## config.mk

```make
export PLATFORM = sky130hd
export DESIGN_NAME = wb_result_buffer
export DESIGN_NICKNAME = d
export VERILOG_FILES = /design/src/rtl/wb_result_buffer.sv
export SDC_FILE = /design/constraint.sdc
export NUM_CORES = 1
export LEC_CHECK = 0
export BUFFER_PORTS_ARGS = -buffer_cell sky130_fd_sc_hd__clkbuf_2
export CORE_AREA = 2 2 129 131
export DETAILED_ROUTE_END_ITERATION = 8
export DIE_AREA = 0 0 131 133
export SETUP_SLACK_MARGIN = 0.5
export SLEW_MARGIN = 20
export SYNTH_ARGS = -nofsm -noshare
export SYNTH_HDL_FRONTEND = slang
export SYNTH_SLANG_ARGS = --single-unit
```

## constraint.sdc

```tcl
create_clock -name clk -period 2.89 [get_ports clk]
set_input_delay 0.289 -clock clk [delete_from_list [all_inputs] [get_ports clk]]
set_output_delay 0.289 -clock clk [all_outputs]
set_load 0.05 [all_outputs]
```

## src/rtl/wb_result_buffer.sv

```systemverilog
// In-order result queue between a multi-cycle execution unit and the writeback arbiter.
// Holds completed {id, rd} results and presents the oldest until the arbiter acks it.
module wb_result_buffer #(
    parameter int unsigned DEPTH      = 4,
    parameter int unsigned DATA_WIDTH = 32,
    parameter int unsigned ID_WIDTH   = 3
) (
    input  logic                         clk,
    input  logic                         rst,
    input  logic                         flush,
    input  logic                         in_valid,
    output logic                         in_ready,
    input  logic [ID_WIDTH-1:0]          in_id,
    input  logic [DATA_WIDTH-1:0]        in_rd,
    output logic                         done,
    output logic [ID_WIDTH-1:0]          id,
    output logic [DATA_WIDTH-1:0]        rd,
    input  logic                         ack,
    output logic [$clog2(DEPTH+1)-1:0]   occupancy
);

    localparam int unsigned CW = $clog2(DEPTH + 1);
    localparam int unsigned PW = $clog2(DEPTH);
    localparam int unsigned EW = ID_WIDTH + DATA_WIDTH;
    localparam logic [PW-1:0] LAST_PTR = PW'(DEPTH - 1);
    localparam logic [CW-1:0] FULL_CNT = CW'(DEPTH);

    logic [EW-1:0] mem_q [DEPTH];
    logic [PW-1:0] wr_ptr_q, wr_ptr_d;
    logic [PW-1:0] rd_ptr_q, rd_ptr_d;
    logic [CW-1:0] count_q, count_d;
    logic          push, pop;

    // Explicit wrap so DEPTH need not be a power of two.
    function automatic logic [PW-1:0] ptr_inc(input logic [PW-1:0] p);
        return (p == LAST_PTR) ? '0 : p + 1'b1;
    endfunction

    assign in_ready  = (count_q != FULL_CNT);
    assign done      = (count_q != '0);
    assign push      = in_valid & in_ready;
    assign pop       = ack & done;
    assign id        = mem_q[rd_ptr_q][EW-1:DATA_WIDTH];
    assign rd        = mem_q[rd_ptr_q][DATA_WIDTH-1:0];
    assign occupancy = count_q;

    always_comb begin
        wr_ptr_d = wr_ptr_q;
        rd_ptr_d = rd_ptr_q;
        count_d  = count_q;
        if (rst || flush) begin
            wr_ptr_d = '0;
            rd_ptr_d = '0;
            count_d  = '0;
        end else begin
            if (push) wr_ptr_d = ptr_inc(wr_ptr_q);
            if (pop)  rd_ptr_d = ptr_inc(rd_ptr_q);
            if (push && !pop)      count_d = count_q + 1'b1;
            else if (!push && pop) count_d = count_q - 1'b1;
        end
    end

    always_ff @(posedge clk) begin
        wr_ptr_q <= wr_ptr_d;
        rd_ptr_q <= rd_ptr_d;
        count_q  <= count_d;
    end

    // Storage is deliberately not reset; contents are only observed while done=1.
    always_ff @(posedge clk) begin
        if (push && !rst && !flush) mem_q[wr_ptr_q] <= {in_id, in_rd};
    end

`ifndef SYNTHESIS
    logic                  chk_hold_q;
    logic [ID_WIDTH-1:0]   chk_id_q;
    logic [DATA_WIDTH-1:0] chk_rd_q;

    always_ff @(posedge clk) begin
        chk_hold_q <= done && !ack && !rst && !flush;
        chk_id_q   <= id;
        chk_rd_q   <= rd;
        if (!rst) begin
            assert (count_q <= FULL_CNT) else $error("count exceeds DEPTH");
            assert (!(push && count_q == FULL_CNT)) else $error("push while full");
            if (chk_hold_q) begin
                assert (done && id == chk_id_q && rd == chk_rd_q)
                    else $error("head changed while waiting for ack");
            end
        end
    end
`endif

endmodule

```

==> results_dict.tcl <==
set metrics [dict create \
    status "finished, final reports clean" \
    viasPerCell 4.62 \
    vdd_ir_drop_max_mv 0.426 \
    relSlewSlack 0.605 \
    synth_cell_types 29 \
    cts_made_buffers 17 \
    dr.pass1.iters 4 \
    fin_crit_ns 2.27 \
    wl_per_cell_um 18.0 \
    die_height_um 133 \
    crit_path_end_kind "output pin" \
    io_pins 80 \
    finalCritPeriodShare 0.786 \
    ant_nets 0 \
    synth-edff-count 140 \
    crit_type "reg -> out" \
    drtIter0Drc 94 \
    drive_gt1_frac 0.491 \
    cts_tree "yes" \
    cts_root_buf "clkbuf_16" \
    synth_top_area_frac 0.761 \
    fillerInstances 1451 \
    yosysMostFrequentCell "edfxtp_1" \
    htreeDepth 4 \
    grt-ovfl-total 0 \
    p_leak_nw 2.34 \
    finalHoldViolCount 0 \
    power_w 0.00504 \
    final_nets 376 \
    grtUsageTotal 0.126 \
    fin_util 0.427 \
    synth_top_cell_by_area "edfxtp_1" \
    die-area_um2 17400 \
    slew_violations 0 \
    rsz0062_at_grt "false" \
    max_freq_ghz 0.440 \
    dp_hpwl_um 6450 \
    worst_slack_ns 0.618 \
    ys_seq_elements 149 \
    p_per_area_nw_per_um2 731 \
    maxCapViolCount 0 \
    yosys_warnings 0 \
    syn_avg_cell_area_um2 23.7 \
    synth_fp_nets 280 \
    path_clk_slew_ns 0.06 \
    grt_pass1_vias 2864 \
    synth_area_leaders "edfxtp_1 76%, mux4_2 14%, dfxtp_1 3.3%" \
    core-area_um2 16200 \
    skew_ns 0.0103 \
    std_cell_rows 47 \
    cts_sinks 149 \
    drc 0 \
    synth_area_um2 5530 \
    tightestPinTransition_ns 0.593 \
    yosys-top-cells-count "140 x edfxtp_1, 35 x mux4_2, 9 x dfxtp_1, 6 x ha_1, 4 x nor2_1" \
    cp.required_ns 2.60 \
    gp_congestion 0.685 \
    diodes 0 \
    path_max_fanout 18 \
    holdWs_ns 0.0950 \
    report.final.setup_viol 0 \
    initial_core_util 0.342 \
    tns_ns 0 \
    antenna_found_initial 0 \
    vias 2599 \
    synthFlopType "edfxtp_1" \
    grt_pass1_wl_um 15900 \
    synthCells 233 \
    multi_input_area_um2 1090 \
    ys_seq_area_frac 0.793 \
    start_kind "flip-flop" \
    grt_start_max_net_pins 23 \
    fp.dieW_um 131 \
    drt-total-wl_um 10100 \
    worstPathArrival_ns 1.98 \
    post-cts-setup-buffers 0 \
    io_buffers 79 \
    ff_latch_area_um2 4400 \
    synthToLayoutAreaGrowth_pct 24.9 \
    clk_path_buf_depth 2 \
    ys_async_sr_fraction 0 \
    clk_latency_ns 0.42 \
    dp_slack_ns 0.464 \
    hold_class "in -> reg" \
]
==> kinds of logic (layout without fill, tap and decap cells) <==
group / Yosys count / count (layout) / synth area share
buf+inv: 13 / 122 / 0.0118
fa+ha+maj: 7 / 7 / 0.0172
mux: 36 / 36 / 0.144
flops: 149 / 149 / 0.793
compound gates: 7 / 7 / 0.00951
simple gates: 19 / 19 / 0.0206
xor+xnor: 2 / 2 / 0.00317
==> worst paths after layout <==
path,start,endpoint,slack [ns],depth (start not counted)
worst max-delay path,flip-flop,rd[16],0.62,3
worst min-delay path,in_rd[1],mem_q[2][1]$_DFFE_PP_,0.09,1
worst max register to register,occupancy[2]$_SDFFE_PP0P_,occupancy[2]$_SDFFE_PP0P_,0.62,8
worst min register to register,rd_ptr_q[0]$_SDFFE_PP0P_,flip-flop,0.50,2
==> flip-flops by register name (all words and copies together) (netlist names), named ones only <==
name,flops
mem_q,140
occupancy,3
rd_ptr_q,2
wr_ptr_q,2
==> power by group <==
group          leakage, nW  total (W)  switching (W)  internal, W
sequential            1.34    0.00241      0.0000177      0.00239
combinational        0.707   0.000376       0.000253     0.000123
clock                0.292    0.00226       0.000820      0.00144
total                 2.34    0.00504        0.00109      0.00395
==> repair_timing <==
action | in CTS | in global routing
resized for setup | 1 | 2
hold buffers | 0 | 0
endpoints found under the setup margin | 1 | 7
pin swaps | 0 | 0
==> worst max-delay path, stage by stage (launching register included) <==
cell,delay [ns]
dfxtp_2,0.69
buf_12,0.25
mux4_2,0.36
clkbuf_2,0.26
==> routing by layer <==
| metal | vias to the layer above | global-route usage | routed length, um |
|---|---|---|---|
| li1 | 1174 | - | - |
| met1 | 1342 | 0.161 | 4440 |
| met2 | 68 | 0.199 | 5020 |
| met3 | 15 | 0.0416 | 490 |
| met4 | 0 | 0.0520 | 162 |
| met5 | - | 0 | 0 |
==> layout make-up <==
class	count	share of cell area
flip-flops and latches	149	0.637
multi-input cells	71	0.159
repair buffers	87	0.0738
clock buffers	18	0.0622
well taps	220	0.0399
clock inverters	14	0.0265
inverters	3	0.00163
==> cell usage in the layout, fill, tap and decap left out <==
master and instances:
clkbuf_2 79, or3_1 1, nand3_1 1, o31ai_4 1
nand2_1 2, mux2i_1 1, inv_6 2, xor2_1 2
buf_6 1, dfxtp_1 4, fa_1 1, a21oi_1 2
or2_2 1, dfxtp_4 3, dfxtp_2 2, o21ai_0 2
clkinv_2 3, nor2_1 4, clkinv_1 2, or3b_4 1
buf_4 3, and2_4 1, or3_2 2, ha_1 6
inv_1 3, bufinv_16 4, clkbuf_16 17, nand4_1 2
buf_12 4, clkbuf_1 1, mux4_2 35, and3_2 4
clkinvlp_4 3, o31ai_2 2, edfxtp_1 140
==> through the flow <==
| step | instance area, um^2 | std cells |
|---|---|---|
| detailed placement | 6270 | 530 |
| CTS | 6890 | 562 |
| global route | 6900 | 562 |
| global placement | 6270 | 530 |
| finish | 6900 | 562 |
| floorplan | 5540 | 233 |
Note: power is estimated with default switching activity, not from simulation.
